$ cat config.mk
export PLATFORM = sky130hd
export DESIGN_NAME = instr_fetch_unit
export DESIGN_NICKNAME = d
export VERILOG_FILES = /design/src/rtl/instr_fetch_unit_pkg.sv /design/src/rtl/instr_fetch_pc_calc.sv /design/src/rtl/instr_fetch_unit.sv
export SDC_FILE = /design/constraint.sdc
export NUM_CORES = 1
export LEC_CHECK = 0
export BUFFER_PORTS_ARGS = -buffer_cell sky130_fd_sc_hd__buf_2
export CORE_ASPECT_RATIO = 1.75
export CORE_UTILIZATION = 43
export DETAILED_ROUTE_END_ITERATION = 8
export MAX_ROUTING_LAYER = met4
export PLACE_DENSITY = 0.74
export SKIP_CTS_REPAIR_TIMING = 1
export SYNTH_ARGS = -nofsm -noshare
export SYNTH_HDL_FRONTEND = slang
export SYNTH_HIERARCHICAL = 1
export SYNTH_SLANG_ARGS = --single-unit
$ cat constraint.sdc
create_clock -name clk -period 2.6 [get_ports clk]
set_input_delay 0.26 -clock clk [delete_from_list [all_inputs] [get_ports clk]]
set_output_delay 0.26 -clock clk [all_outputs]
set_load 0.005 [all_outputs]
$ cat src/rtl/instr_fetch_unit_pkg.sv
// Shared types and constants for the instruction fetch stage and its neighbours.
package instr_fetch_unit_pkg;

  localparam logic [6:0] OPC_BRANCH = 7'b1100011;
  localparam logic [6:0] OPC_JAL    = 7'b1101111;
  localparam logic [6:0] OPC_JALR   = 7'b1100111;
  localparam logic [3:0] ALU_ADD    = 4'h0;
  localparam logic [3:0] ALU_SUB    = 4'h1;

  localparam logic [31:0] INSTR_NOP = 32'h0000_0013;
  localparam logic [31:0] PC_STEP   = 32'd4;

  typedef enum logic [2:0] {
    BOOT = 3'd0,
    REQ  = 3'd1,
    WAIT = 3'd2,
    IDLE = 3'd3,
    TRAP = 3'd4
  } fetch_state_e;

endpackage

$ cat src/rtl/instr_fetch_pc_calc.sv
// Combinational next-PC selection and misalignment detection.
// IFU_MISALIGN_TRAP_EN: flag misaligned targets instead of forcing word alignment.
module instr_fetch_pc_calc
  import instr_fetch_unit_pkg::*;
(
  input  logic [31:0] pc,
  input  logic        branch,
  input  logic        btaken,
  input  logic        jal,
  input  logic        jalr,
  input  logic [31:0] imm,
  input  logic [31:0] rs1_data,
  output logic [31:0] next_pc,
  output logic        misalign
);

  logic [31:0] target;

  always_comb begin
    target = pc + PC_STEP;
    if (jalr) begin
      target = (rs1_data + imm) & ~32'h1;
    end else if (jal || (branch && btaken)) begin
      target = pc + imm;
    end
  end

`ifdef IFU_MISALIGN_TRAP_EN
  assign next_pc  = target;
  assign misalign = |target[1:0];
`else
  assign next_pc  = target & ~32'h3;
  assign misalign = 1'b0;
`endif

endmodule

$ cat src/rtl/instr_fetch_unit.sv
// Multi-cycle instruction fetch: PC register, imem req/gnt/rvalid handshake, instruction register.
// IFU_MISALIGN_TRAP_EN: misaligned next PC parks the unit in TRAP until reset.
module instr_fetch_unit
  import instr_fetch_unit_pkg::*;
#(
  parameter logic [31:0] RESET_PC = 32'h0000_0000
)
(
  input  logic        clk,
  input  logic        reset,
  input  logic        pc_en,
  input  logic        branch,
  input  logic        btaken,
  input  logic        jal,
  input  logic        jalr,
  input  logic [31:0] imm,
  input  logic [31:0] rs1_data,
  input  logic        imem_gnt,
  input  logic        imem_rvalid,
  input  logic [31:0] imem_rdata,
  output logic        imem_req,
  output logic [31:0] imem_addr,
  output logic [31:0] pc,
  output logic [31:0] pc_plus4,
  output logic [31:0] instr,
  output logic        instr_valid,
  output logic        misalign_trap
);

  fetch_state_e state, state_nxt;
  logic [31:0]  next_pc;
  logic         misalign;
  logic         pc_take;
  logic         fetch_done;

  instr_fetch_pc_calc u_pc_calc (
    .pc       (pc),
    .branch   (branch),
    .btaken   (btaken),
    .jal      (jal),
    .jalr     (jalr),
    .imm      (imm),
    .rs1_data (rs1_data),
    .next_pc  (next_pc),
    .misalign (misalign)
  );

  // rvalid only counts in WAIT or in a REQ cycle that is also granted
  assign fetch_done = ((state == REQ) && imem_gnt && imem_rvalid) ||
                      ((state == WAIT) && imem_rvalid);
  assign pc_take    = (state == IDLE) && pc_en && !misalign;

  always_ff @(posedge clk or posedge reset) begin
    if (reset) begin
      state <= BOOT;
    end else begin
      state <= state_nxt;
    end
  end

  always_comb begin
    state_nxt   = state;
    imem_req    = 1'b0;
    instr_valid = 1'b0;
    case (state)
      BOOT: state_nxt = REQ;
      REQ: begin
        imem_req = 1'b1;
        if (imem_gnt) begin
          state_nxt = imem_rvalid ? IDLE : WAIT;
        end
      end
      WAIT: begin
        if (imem_rvalid) begin
          state_nxt = IDLE;
        end
      end
      IDLE: begin
        instr_valid = 1'b1;
        if (pc_en) begin
          state_nxt = misalign ? TRAP : REQ;
        end
      end
      TRAP:    state_nxt = TRAP;
      default: state_nxt = BOOT;
    endcase
  end

  always_ff @(posedge clk or posedge reset) begin
    if (reset) begin
      pc    <= RESET_PC;
      instr <= INSTR_NOP;
    end else begin
      if (pc_take) begin
        pc <= next_pc;
      end
      if (fetch_done) begin
        instr <= imem_rdata;
      end
    end
  end

  assign imem_addr = pc;
  assign pc_plus4  = pc + PC_STEP;

`ifdef IFU_MISALIGN_TRAP_EN
  assign misalign_trap = (state == TRAP);
`else
  assign misalign_trap = 1'b0;
`endif

endmodule

Word-level counts from Yosys, hierarchy flattened
Index checks and enable logic that the tools add are counted.
Storage, ports and cells
  register bits: 65
  word-level logic and storage cells: 31
  memories kept: 0
  input bits: 105
  memory bits (writable): 0
  latch bits: 0
  memory bits (read-only): 0
Operators by class
  multiply operators: 0
  equal/unequal tests: 7
  shifts and indexed selects: 0
  mux-type cells: 9
  magnitude comparators: 0
  bitwise operators: 0
  add/sub/neg operators: 3
  reductions and logical operators: 9
  divide/modulo/power cells: 0
Operator list (number)
  adder 32 bit: 2
  two-way mux 32 bit: 2
  adder 32 x 3 -> 32 bit (second input constant): 1
  case mux 3 bit (5 select lines): 1
  two-way mux 3 bit: 3
  equality test 3 x 2 -> 1 bit (second input constant): 2
  inequality test 2 bit (second input constant): 3
  logical AND 1 bit: 5
  equality test 3 x 1 -> 1 bit (second input constant): 1
  equality test 3 bit (second input constant): 1
  logical NOT 3 bit: 1
  two-way mux 1 bit: 3
  AND reduction 3 bit: 1
  logical OR 1 bit: 2

Longest topological paths before layout
  word-level depth: 4
  depth in mapped cells: 11

Hierarchy
Netlist, hierarchy kept.
By module, submodules not included
  instr_fetch_pc_calc: cells an instance 602, instances 1, area each 4159.0 um^2, sequential area each 0.0 um^2
  instr_fetch_unit: cells an instance 271, instances 1, area each 3557.2 um^2, sequential area each 1680.4 um^2

Worst setup path before layout
OpenSTA, ideal clock, no wires.
  path type: reg-to-reg
  start point: reg pc[21] (netlist: imem_addr[21])
  end point: reg pc[27] (netlist: imem_addr[27])
  setup slack: -86 ps
  cell stages (with the launch flop): 12
  setup time: 125 ps
  data arrival time: 2560 ps
  required time: 2475 ps
  path through: dfrtp_1 -> ha_1 -> clkbuf_1 -> a21o_1 -> a221oi_1 -> nor3_1 -> nor4bb_1 -> a21oi_1 -> nand2_1 -> mux2i_1 -> a221o_1 -> mux2_4
Between the ends
  word-level cells in the longest chain between the ends: 3
  elaborated cells between the ends (all ways): 4
Ends and longest elaborated chain
  start, declared: RTL line instr_fetch_unit.sv:23  | output logic [31:0] pc,
  start signal, assigned: RTL line instr_fetch_unit.sv:95  | pc <= next_pc;
  adder 32 x 3 -> 32 bit or adder 32 bit (tied branches): RTL line instr_fetch_pc_calc.sv:20, instr_fetch_pc_calc.sv:24
  two-way mux 32 bit *: RTL line instr_fetch_pc_calc.sv:23  | end else if (jal || (branch && btaken)) begin
  two-way mux 32 bit *: RTL line instr_fetch_pc_calc.sv:21  | if (jalr) begin
  net next_pc[27]: RTL line instr_fetch_unit.sv:31  | logic [31:0] next_pc;
Mark *: on every way through the listed nets, which the timed path passes. The rest lies on a longest branch.
A chain may end at the register's enable or synchronous reset.

==> out/results.ini <==
[worst_setup_path]
start_kind = flop
worstSetupPathType = reg2reg
worst_ep_arrival_time_ns = 2.89
critPathCaptureType = flop
cp-startpoint = imem_addr[1]
reg2reg_depth = 10
worstPathRequired_ns = 2.81
path_max_fanout = 4
cpMaxStageDelayCell = dfrtp_1
crit_chain = ha_4, a31oi_4, a221oi_4, o31ai_4, nand3_2, and2_4, xor2_1, o211ai_1, o31ai_1, mux2_4
slowest_delay_ns = 0.41
reg2reg_from = imem_addr[1]

[clocking]
clk_pin_slew_ns = 0.07
cts.path.max_buffers = 2
h-tree-depth = 3
clock_sinks = 67
cts-root-buf = clkbuf_16
clock_latency_ns = 0.33
cts_tree = built
cts-buffers-inserted = 9

[power]
power_density_nw_per_um2 = 1080
p_leak_nw = 5.02
vdd_drop_max_mv = 0.603

[run_status]
status = finished with violations
violations = setup timing

[yosys]
synth_cells = 873
synth_edf_count = 0
synth_warnings = 6
ys_types = 88
synth_async_sr_flop_share = 1.00
seq_area_frac_synth = 0.218
synth-seq-cells = 67
syn_area_per_cell_sq_um = 8.84
syn-cell-area_sq_um = 7720
ys.flop_type = dfrtp_1

[floorplan]
die_area_sq_um = 18500
io_pins = 236
initial_core_util = 0.440
fp.dieH_um = 179
core-area_sq_um = 17500
core.rowCount = 64
die-width_um = 103

[placement]
placed_area_sq_um = 9940
dp_cells = 1425
port_buffers = 234
gp_congestion = 0.988
dp_hpwl_um = 21800

[route]
via_count = 8412
dr.pass1.iters = 4
viasPerCell = 5.82
route.detailed.drc = 0
drt.antenna.violating_nets = 0
routedWlPerCell_um = 19.3
wl_um = 27900
drt_iter0_markers = 454

[sta]
hold_ws_ns = 0.0429
max_slew_margin = 0.515
finalCritPeriodShare = 1.03
rsz0062_at_grt = yes
worstMarginPinSlew_ns = 0.726
timing.final.crit_period_ns = 2.67
setup_viol = 7
drv_slew = 0
fmax_mhz = 374
worst_slack_ns = -0.0738
hold_viol_final = 0
finalClockSkew_ns = 0.0107

[finish]
layout-drive-gt1-share = 0.469
area_growth_pct = 39.3
ff_latch_area_sq_um = 1690
nNetsFinal = 1377
final_common_cell = buf_2
mostFrequentLayoutCells = 234 x buf_2, 146 x buf_4, 61 x nand2_1, 60 x a21oi_1, 59 x dfrtp_1
n_antenna_cell = 0
stdcell_count = 1446
design_area_sq_um = 10800
fillers = 1533
multi_input_area_sq_um = 6020

[job]
maxCapViolations = 0

[min_path]
hp-class = in2async

[global_routing]
grt_pass1_vias = 8303
grt_overflow = 0
grt_pass1_wl_um = 41700
grtUsageTotal = 0.306
grt_max_degree = 41
antenna_found_initial = 0

## state kept, by name (all words and copies together), names as in the netlist
name and flops:
instr 32, state 3, imem_addr 32
## layout make-up
class                   instances  area share
multi-input cells             728       0.560
well taps                     231      0.0269
inverters                      17     0.00594
flip-flops and latches         67       0.157
repair buffers                387       0.221
clock buffers                   9      0.0209
clock inverters                 7     0.00780
## metrics by stage
stage / utilization / setup slack, ns / TNS [ns] / total power (W)
2_1_floorplan: - / -0.000905 / -0.000905 / 0.00652
3_3_place_gp: 0.567 / -0.208 / -2.51 / 0.00931
3_5_place_dp: 0.567 / -0.267 / -3.09 / 0.00947
4_1_cts: 0.585 / -0.280 / -2.91 / 0.0108
5_1_grt: 0.613 / -0.132 / -1.33 / 0.0124
6_report: 0.613 / -0.0738 / -0.295 / 0.0116
## Yosys cell counts (all sizes together) (29+ instances only)
cell type,instances,share of area
a21oi,76,0.050
buf,48,0.051
dfrtp,64,0.21
ha,62,0.10
mux2,64,0.11
nand2,64,0.031
nand3,33,0.022
nand4,29,0.026
nor2,57,0.028
o21ai,41,0.030
xnor2,57,0.065
xor2,35,0.040
## worst max-delay path: cells and delay by family, from the launching register on
kind	cells	cell delay [ns]
xor gates and xnor gates	1	0.14
muxes	1	0.27
adders and majority gates	1	0.24
AOI/OAI and AO/OA	5	1.10
DFF	1	0.41
and+or+nand+nor	2	0.38
## where the power goes
group / leakage, nW / internal (W) / switching [W]
combinational: 4.08 / 0.00412 / 0.00422
clock: 0.149 / 0.000760 / 0.000533
sequential: 0.788 / 0.00159 / 0.000393
total: 5.02 / 0.00648 / 0.00515
## logic make-up (layout without fill, tap and decap cells)
logic type,count (synthesis),after routing,synth area share
DFF,67,67,0.218
xor gates and xnor gates,92,92,0.104
AOI/OAI and AO/OA,230,230,0.207
other,2,4,0.000973
adders and majority gates,62,62,0.101
muxes,68,68,0.112
buffers and inverters,80,420,0.0673
and+or+nand+nor,272,272,0.190
## worst paths after layout
path | endpoint | slack, ns
worst min register to register | instr[30] | 0.49
worst max-delay path | imem_addr[21] | -0.07
min in group clk | instr[30] | 0.15
max in group asynchronous | instr[4] | 1.83
worst min-delay path | state[0] | 0.04
worst max register to register | imem_addr[21] | -0.07
## layer usage
metal  GRT usage  vias to the layer above  share of wire
li1            -                     3884              -
met1       0.309                     4051           0.36
met2       0.544                      361           0.53
met3      0.0335                      116          0.043
met4       0.208                        0          0.069
met5           -                        -              0
Power figures use the tool's default switching activity.
